===== src/rtl/mem_2p_ctrl.sv =====
// ---------------------------------------------------------------------------
// mem_2p_ctrl: two-port (1W + 1R) word memory controller with clear sweep.
//
// A single-clock array of 2**PSIZE words of WIDTH bits.
// - Writes are bit-masked.
// - Reads are fully pipelined with a latency of RD_LAT (1 or 2) cycles.
// - A clear sweep zeroes the array one word per cycle. It runs after reset
//   and on request.
//
// Ports:
//   clk         clock, rising edge
//   rst_n       asynchronous active-low reset
//   in_wr       write request
//   in_wr_addr  write address
//   in_data     write data
//   in_wr_mask  per-bit write enable (1 = bit written)
//   in_rd       read request
//   in_rd_addr  read address
//   in_clr      request a clear sweep of the whole array
//   out_data    read data (holds while out_valid = 0)
//   out_valid   out_data carries a completed read this cycle
//   out_busy    clear sweep in progress; requests are ignored
//
// Optional feature (macro MEM_2P_BYPASS_EN):
//   When defined, a same-cycle same-address read returns the post-write
//   merged word. When undefined, such a read returns the pre-write contents.
// ---------------------------------------------------------------------------
module mem_2p_ctrl #(
  parameter int unsigned WIDTH  = 8,
  parameter int unsigned PSIZE  = 4,
  parameter int unsigned RD_LAT = 1
) (
  input  logic             clk,
  input  logic             rst_n,
  input  logic             in_wr,
  input  logic [PSIZE-1:0] in_wr_addr,
  input  logic [WIDTH-1:0] in_data,
  input  logic [WIDTH-1:0] in_wr_mask,
  input  logic             in_rd,
  input  logic [PSIZE-1:0] in_rd_addr,
  input  logic             in_clr,
  output logic [WIDTH-1:0] out_data,
  output logic             out_valid,
  output logic             out_busy
);

  localparam int unsigned DEPTH = 2 ** PSIZE;

  typedef enum logic {
    ST_CLEAR = 1'b0,
    ST_IDLE  = 1'b1
  } state_t;

  state_t           state_q;
  state_t           state_d;
  logic [PSIZE-1:0] cnt_q;
  logic [PSIZE-1:0] cnt_d;
  logic             busy_q;

  logic [WIDTH-1:0] mem [DEPTH];

  logic             wr_fire;
  logic             rd_fire;
  logic [WIDTH-1:0] wr_merged;
  logic [WIDTH-1:0] rd_word;
  logic             mem_we;
  logic [PSIZE-1:0] mem_waddr;
  logic [WIDTH-1:0] mem_wdata;

  logic             s0_vld;
  logic [WIDTH-1:0] s0_dat;

  // State register: reset lands in a sweep from address 0.
  always_ff @(posedge clk or negedge rst_n) begin
    if (!rst_n) begin
      state_q <= ST_CLEAR;
      cnt_q   <= '0;
      busy_q  <= 1'b1;
    end else begin
      state_q <= state_d;
      cnt_q   <= cnt_d;
      busy_q  <= (state_d == ST_CLEAR);
    end
  end

  // Next state: the sweep walks every address once, then returns to idle.
  always_comb begin
    state_d = state_q;
    cnt_d   = cnt_q;
    unique case (state_q)
      ST_CLEAR: begin
        if (cnt_q == PSIZE'(DEPTH - 1)) begin
          state_d = ST_IDLE;
          cnt_d   = '0;
        end else begin
          cnt_d = cnt_q + PSIZE'(1);
        end
      end
      ST_IDLE: begin
        if (in_clr) begin
          state_d = ST_CLEAR;
          cnt_d   = '0;
        end
      end
      default: begin
        state_d = ST_CLEAR;
        cnt_d   = '0;
      end
    endcase
  end

  // Datapath control: the clear request wins over same-cycle requests.
  always_comb begin
    wr_fire   = (state_q == ST_IDLE) && !in_clr && in_wr;
    rd_fire   = (state_q == ST_IDLE) && !in_clr && in_rd;
    wr_merged = (in_data & in_wr_mask) | (mem[in_wr_addr] & ~in_wr_mask);

    mem_we    = wr_fire;
    mem_waddr = in_wr_addr;
    mem_wdata = wr_merged;
    if (state_q == ST_CLEAR) begin
      mem_we    = 1'b1;
      mem_waddr = cnt_q;
      mem_wdata = '0;
    end

    rd_word = mem[in_rd_addr];
`ifdef MEM_2P_BYPASS_EN
    // Forward the merged write word to a colliding read.
    if (wr_fire && (in_wr_addr == in_rd_addr)) begin
      rd_word = wr_merged;
    end
`endif
  end

  assign out_busy = busy_q;

  // Storage array: not reset; the sweep initialises it.
  always_ff @(posedge clk) begin
    if (mem_we) begin
      mem[mem_waddr] <= mem_wdata;
    end
  end

  // First read stage: data is captured at launch and held otherwise.
  always_ff @(posedge clk or negedge rst_n) begin
    if (!rst_n) begin
      s0_vld <= 1'b0;
      s0_dat <= '0;
    end else begin
      s0_vld <= rd_fire;
      if (rd_fire) begin
        s0_dat <= rd_word;
      end
    end
  end

  // Optional second read stage: it only advances when carrying a read, so
  // the output data holds between reads.
  if (RD_LAT == 2) begin : g_lat2
    logic             s1_vld;
    logic [WIDTH-1:0] s1_dat;

    always_ff @(posedge clk or negedge rst_n) begin
      if (!rst_n) begin
        s1_vld <= 1'b0;
        s1_dat <= '0;
      end else begin
        s1_vld <= s0_vld;
        if (s0_vld) begin
          s1_dat <= s0_dat;
        end
      end
    end

    assign out_valid = s1_vld;
    assign out_data  = s1_dat;
  end else begin : g_lat1
    assign out_valid = s0_vld;
    assign out_data  = s0_dat;
  end

endmodule

===== config.mk =====
export PLATFORM = sky130hd
export DESIGN_NAME = mem_2p_ctrl
export DESIGN_NICKNAME = d
export VERILOG_FILES = /design/src/rtl/mem_2p_ctrl.sv
export SDC_FILE = /design/constraint.sdc
export NUM_CORES = 1
export LEC_CHECK = 0
export ABC_AREA = 0
export BUFFER_PORTS_ARGS = -buffer_cell sky130_fd_sc_hd__buf_2
export CORE_ASPECT_RATIO = 0.8
export CORE_MARGIN = 4
export CORE_UTILIZATION = 49
export CTS_CLUSTER_SIZE = 10
export DETAILED_ROUTE_END_ITERATION = 6
export PLACE_DENSITY = 0.71
export SETUP_SLACK_MARGIN = 0.4
export SLEW_MARGIN = 15
export SYNTH_ARGS = -nofsm -noshare
export SYNTH_HDL_FRONTEND = slang
export SYNTH_SLANG_ARGS = --single-unit

===== constraint.sdc =====
create_clock -name clk -period 2.7 [get_ports clk]
set_clock_uncertainty 0.05 [all_clocks]
set_input_delay 0.135 -clock clk [delete_from_list [all_inputs] [get_ports clk]]
set_output_delay 0.135 -clock clk [all_outputs]
set_load 0.005 [all_outputs]

==> Yosys cells after proc, flatten, opt, wreduce, memory -nomap -nowiden <==
Memories as Yosys holds them, arrays and structs flattened. A register that Yosys moved wholly into a read port is not among the register bits.
Cells that the tools add are included.
{ "word_totals": {"regBits": 7, "ramBits": 128, "in_bits": 29, "out_inout_bits": 10, "elab_cells": 30, "mem_count": 1} }
{ "op_classes": {"addsub": 1, "eq_ne": 2, "n_mux": 11, "bitwise": 6, "reduce_logical": 5} }
{ "mem_list": {"columns": ["memory", "words", "width", "read_ports", "rd_clocked_by_memory_dff", "wr", "line_no", "source"], "rows": [
  ["mem", 16, 8, 2, 1, 1, "60", "logic [WIDTH-1:0] mem [DEPTH];"]
]} }
{ "ops": {"columns": ["op", "count"], "rows": [
  ["$and A8 B8 Y8", 2],
  ["$mux W4", 3],
  ["$mux W8", 1],
  ["$not A8 Y8", 1],
  ["$or A8 B8 Y8", 1],
  ["$pmux W4 S2", 1],
  ["$mux W1", 5],
  ["$add A4 B1 Y4 const B", 1],
  ["$eq A4 B4 Y1 const B", 1],
  ["$logic_and A1 B1 Y1", 3],
  ["$logic_not A1 Y1", 2],
  ["$ne A2 B2 Y1 const B", 1],
  ["$not A1 Y1", 2],
  ["$pmux W1 S2", 1]
]} }

==> Depth between registers and ports, before layout <==
{ "depth": {"ltp_word": 6, "mapped_depth": 7, "ltp_nobuf": 5} }

==> Worst setup path before layout <==
Ideal clock, no wire load.
{ "synth_timing": {"path_kind": "reg-to-reg", "startpoint": "register state_q", "endpoint": "memory mem[1][0], enable pin", "setup_ns": 0.370, "t_arrival_ns": 1.529, "required_ns": 2.280, "slack_ns": 0.751, "stages_incl_launch_ff": 5, "path_buffers": 1, "period_less_slack_ns": 1.949, "cell_sequence": "dfrtp_1 buf_1 nand2_1 o32a_1 nor2_1"} }
{ "synth_between": {"elab_chain_len": 5, "elab_cells_between_ends": 6, "cone_classes": "4 x mux; 2 x reduce/logical"} }
{ "synth_rtl": {"columns": ["item", "line_no", "source"], "rows": [
  ["start, declared", "54", "state_t state_q;"],
  ["start signal, assigned", "80", "state_q <= state_d;"],
  ["$logic_and A1 B1 Y1 (2 in series)", "114", "wr_fire = (state_q == ST_IDLE) && !in_clr && in_wr;"],
  ["$mux W1", "121", "if (state_q == ST_CLEAR) begin"],
  ["$mux W1", "140", "if (mem_we) begin"],
  ["$mux W1 (implied by the code)", "141", "mem[mem_waddr] <= mem_wdata;"],
  ["end, declared", "60", null]
]} }
Several ways; a longest one is shown, not always the timed one.

==> Worst setup path in the final report <==
{ "layout_timing": {"startpoint": "register state_q", "endpoint": "memory mem[9][2], enable pin"} }
The elaborated chain is that of the path after synthesis.

==> impl_results.html <==
<table>
<tr><th>Metric</th><th>Value</th></tr>
<tr><th colspan="2">Final layout</th></tr>
<tr><td>Fraction of layout instances using a drive strength above 1</td><td>0.257</td></tr>
<tr><td>Diode count</td><td>0</td></tr>
<tr><td>Number of nets in the finished design</td><td>538</td></tr>
<tr><td>Area growth from synthesis to layout</td><td>18.2%</td></tr>
<tr><td>Cell area after layout</td><td>8130 µm²</td></tr>
<tr><td>Count of fill cells added during filler insertion</td><td>1044</td></tr>
<tr><th colspan="2">Detailed routing</th></tr>
<tr><td>Detailed-route wire length per cell</td><td>between 20 and 30 µm</td></tr>
<tr><td>Post-route antenna net violation count</td><td>0</td></tr>
<tr><td>Number of design rule violations left after detail routing</td><td>6</td></tr>
<tr><td>Drt pass-1 iters</td><td>7</td></tr>
<tr><td>Final WL</td><td>roughly 18000 µm</td></tr>
<tr><td>Via count normalized by instance count</td><td>about 6.4</td></tr>
<tr><td>Vias</td><td>4505</td></tr>
<tr><td>Number of DRC markers in iteration 0</td><td>462</td></tr>
<tr><th colspan="2">Timing</th></tr>
<tr><td>Smallest setup slack after layout</td><td>between 0.4 and 0.5 ns</td></tr>
<tr><td>Max-slew violation total from the final report</td><td>0</td></tr>
<tr><td>Final worst-path cycle share</td><td>0.816</td></tr>
<tr><td>Total count of hold-check failures in the final report</td><td>0</td></tr>
<tr><td>Max-Slew Margin vs Limit</td><td>0.440</td></tr>
<tr><td>Post-route minimum period</td><td>2.20 ns</td></tr>
<tr><td>Highest Clock Rate</td><td>0.454 GHz</td></tr>
<tr><td>RSZ-0062 raised after global routing</td><td>yes</td></tr>
<tr><td>Endpoints failing setup</td><td>0</td></tr>
<tr><td>Tightest Pin Transition</td><td>0.840 ns</td></tr>
<tr><td>Post-Route Setup TNS</td><td>0 ns</td></tr>
<tr><th colspan="2">CTS</th></tr>
<tr><td>Master cell of the clock root buffer</td><td>clkbuf_16</td></tr>
<tr><td>Number of clock buffers inserted by TritonCTS</td><td>17</td></tr>
<tr><td>CTS H-tree depth</td><td>4</td></tr>
<tr><td>Clock slew at reported path FFs</td><td>about 0.060 ns</td></tr>
<tr><td>Worst skew pair latency</td><td>0.43 ns</td></tr>
<tr><td>CTS Buffer Depth</td><td>2</td></tr>
<tr><td>CTS tree</td><td>done</td></tr>
<tr><td>Total number of clock tree sinks</td><td>143</td></tr>
<tr><th colspan="2">Synth</th></tr>
<tr><td>Proportion of synthesized chip area in sequential cells</td><td>0.613</td></tr>
<tr><td>Top post-synthesis cells by count</td><td>edfxtp_1, mux2i_1, nand3_1</td></tr>
<tr><td>Fraction of synthesis flops using an asynchronous set or reset pin</td><td>0.105</td></tr>
<tr><td>Netlist area before placement</td><td>6880 µm²</td></tr>
<tr><td>Most instantiated library cell after synthesis</td><td>edfxtp_1</td></tr>
<tr><td>Largest cells by area after synthesis</td><td>edfxtp_1, mux2i_1, mux4_1</td></tr>
<tr><td>Register bit total from synthesis</td><td>143</td></tr>
<tr><td>Yosys synthesis warning count</td><td>0</td></tr>
<tr><td>Area share of the largest cell type after synthesis</td><td>0.559</td></tr>
<tr><td>Cell count after synthesis</td><td>approximately 450</td></tr>
<tr><td>Number of nets in the synthesized netlist</td><td>481</td></tr>
<tr><td>Cell taking the most area after synthesis</td><td>edfxtp_1</td></tr>
<tr><td>Syn_area_per_cell</td><td>approximately 15 µm²</td></tr>
<tr><td>Post-synth cell types</td><td>35</td></tr>
<tr><td>Number of synthesized flops with an enable pin</td><td>between 100 and 150</td></tr>
<tr><td>Prevailing post-synth register cell</td><td>edfxtp_1</td></tr>
<tr><th colspan="2">Floorplan</th></tr>
<tr><td>Initial core utilization</td><td>0.504</td></tr>
<tr><td>Die width</td><td>140 µm</td></tr>
<tr><td># IOs</td><td>39</td></tr>
<tr><td>Die area</td><td>16000 µm²</td></tr>
<tr><td>Core outline area</td><td>between 10000 and 15000 µm²</td></tr>
<tr><td>Standard-cell rows</td><td>38</td></tr>
<tr><td>Height of the die</td><td>114 µm</td></tr>
<tr><th colspan="2">GRT</th></tr>
<tr><td>Number of antenna violations at the first check in global routing</td><td>0</td></tr>
<tr><td>Via count of the first global-routing pass</td><td>4447</td></tr>
<tr><td>Pin count of the biggest net entering global routing</td><td>34</td></tr>
<tr><td>Global Route met1 Usage</td><td>0.321</td></tr>
<tr><td>Met2 global-route usage</td><td>0.356</td></tr>
<tr><td>Met3 Usage GRT</td><td>0.0742</td></tr>
<tr><td>All-layer global routing usage</td><td>0.232</td></tr>
<tr><td>Peak-usage layer in the global routing report</td><td>met2</td></tr>
<tr><td>GRT overflow</td><td>0</td></tr>
<tr><td>Global-route wire length before repair</td><td>27000 µm</td></tr>
<tr><th colspan="2">Worst setup path</th></tr>
<tr><td>Worst path slowest cell</td><td>dfrtp_1</td></tr>
<tr><td>Required time of the worst setup path</td><td>2.78 ns</td></tr>
<tr><td>CP endpoint kind</td><td>register</td></tr>
<tr><td>Critical path class</td><td>reg2reg</td></tr>
<tr><td>Cell-by-cell trace of the critical path</td><td>nand2_1 &gt; o32a_1 &gt; nor2_1 &gt; buf_4</td></tr>
<tr><td>Largest incremental delay on the critical path</td><td>0.56 ns</td></tr>
<tr><td>Arrival @ worst endpoint</td><td>2.28 ns</td></tr>
<tr><td>Setup crit start kind</td><td>register</td></tr>
<tr><td>Maximum fanout along the worst path</td><td>13</td></tr>
<tr><th colspan="2">Pwr</th></tr>
<tr><td>Pwr Density</td><td>922 nW/µm²</td></tr>
<tr><td>Worst ir drop on vdd</td><td>about 620 µV</td></tr>
<tr><td>Leak Pwr</td><td>3.10 nW</td></tr>
<tr><th colspan="2">Place</th></tr>
<tr><td>Setup WS pre-CTS</td><td>0.399 ns</td></tr>
<tr><td>Post-DP HPWL</td><td>around 13000 µm</td></tr>
<tr><td>Routability congestion estimate</td><td>0.956</td></tr>
<tr><td>IO Port Bufs</td><td>38</td></tr>
<tr><td>Post-DP Area</td><td>7400 µm²</td></tr>
<tr><th colspan="2">Status</th></tr>
<tr><td>Violations in the final reports</td><td>design-rule violations</td></tr>
<tr><td>Run status</td><td>complete, but fails checks</td></tr>
<tr><th colspan="2">Min path</th></tr>
<tr><td>Hold/Removal Path Class</td><td>in2reg</td></tr>
<tr><th colspan="2">Job</th></tr>
<tr><td>Total of max-cap violations</td><td>0</td></tr>
</table>
==> sequential cells by signal (all words and copies together) (netlist names) <==
register / count
out_busy: 1
mem: 128
cnt_q: 4
out_valid: 1
state_q: 1
out_data: 8
==> report_power, final <==
| part | total (mW) | internal [mW] | leakage [nW] | switching [mW] |
|---|---|---|---|---|
| clock network | 2.63 | 1.68 | 0.323 | 0.950 |
| registers | 3.30 | 3.02 | 1.39 | 0.280 |
| logic | 1.57 | 0.640 | 1.39 | 0.929 |
| total | 7.50 | 5.34 | 3.10 | 2.16 |
==> logic make-up (layout without fill, tap and decap cells) <==
logic type | after synthesis | count (layout) | synth area share
flops | 143 | 143 | 0.613
compound gates | 56 | 56 | 0.0607
mux | 113 | 113 | 0.232
fa+ha+maj | 1 | 1 | 0.00182
xor+xnor | 1 | 1 | 0.00127
buf+inv | 36 | 106 | 0.0245
simple gates | 101 | 101 | 0.0664
==> stage by stage <==
stage	instances	hold WS [ns]	utilization	power (mW)
after floorplan	451	-0.211	-	4.17
after global placement	667	0.0272	0.542	4.78
after detailed placement	667	0.0365	0.542	4.86
after CTS	701	0.0576	0.593	7.48
after global routing	701	0.132	0.596	7.79
final	701	0.0684	0.596	7.50
==> layout by cell type (no fill, tap or decap), types with 14 or more instances in the layout <==
master	synthesis	routed
nand3_1	33	27
dfrtp_1	14	14
a22oi_1	17	17
mux4_2	17	17
edfxtp_1	128	128
mux2i_1	74	74
buf_4	0	26
clkbuf_16	0	17
nand2_1	31	31
a211oi_1	16	16
mux4_1	15	15
nor2_1	27	22
buf_2	9	37
==> final timing paths <==
kind	depth (start not counted)	slack [ns]	start	end
worst max-delay path	4	0.50	state_q	mem[9][2]
worst min-delay path	2	0.07	in_rd_addr[3]	out_data[4]
worst max register to register	4	0.50	state_q	mem[9][2]
worst min register to register	2	0.41	out_data[3]	out_data[3]
max in group asynchronous	2	2.16	rst_n	out_busy
min in group asynchronous	2	0.12	rst_n	out_data[3]
==> timing repair <==
item,in CTS,in global routing
gates resized for setup,1,10
pin swaps,0,0
hold buffers,2,0
endpoints found under the setup margin,8,119
hold endpoints to repair,19,0
buffers inserted,0,0
==> per-layer routing <==
layer / share of wire / vias to the layer above
li1: - / 1936
met1: 0.42 / 2280
met2: 0.46 / 256
met3: 0.096 / 33
met4: 0.021 / 0
met5: 0 / -
==> cell type report <==
type                       instances  area (µm²)  area share
clock buffer                      18         439      0.0540
clock inverter                    14         230      0.0283
inverter                           6        22.5     0.00277
multi-input combinational        272        2530       0.312
sequential                       143        4220       0.519
tap                              180         225      0.0277
timing repair buffer              68         460      0.0566
==> critical path, delay by kind of cell (launching register included) <==
family	cells	cell delay, ns
flops	1	0.56
compound gates	1	0.36
buf+inv	1	0.26
simple gates	2	0.67
No activity file was read; power rests on OpenSTA's default activity.
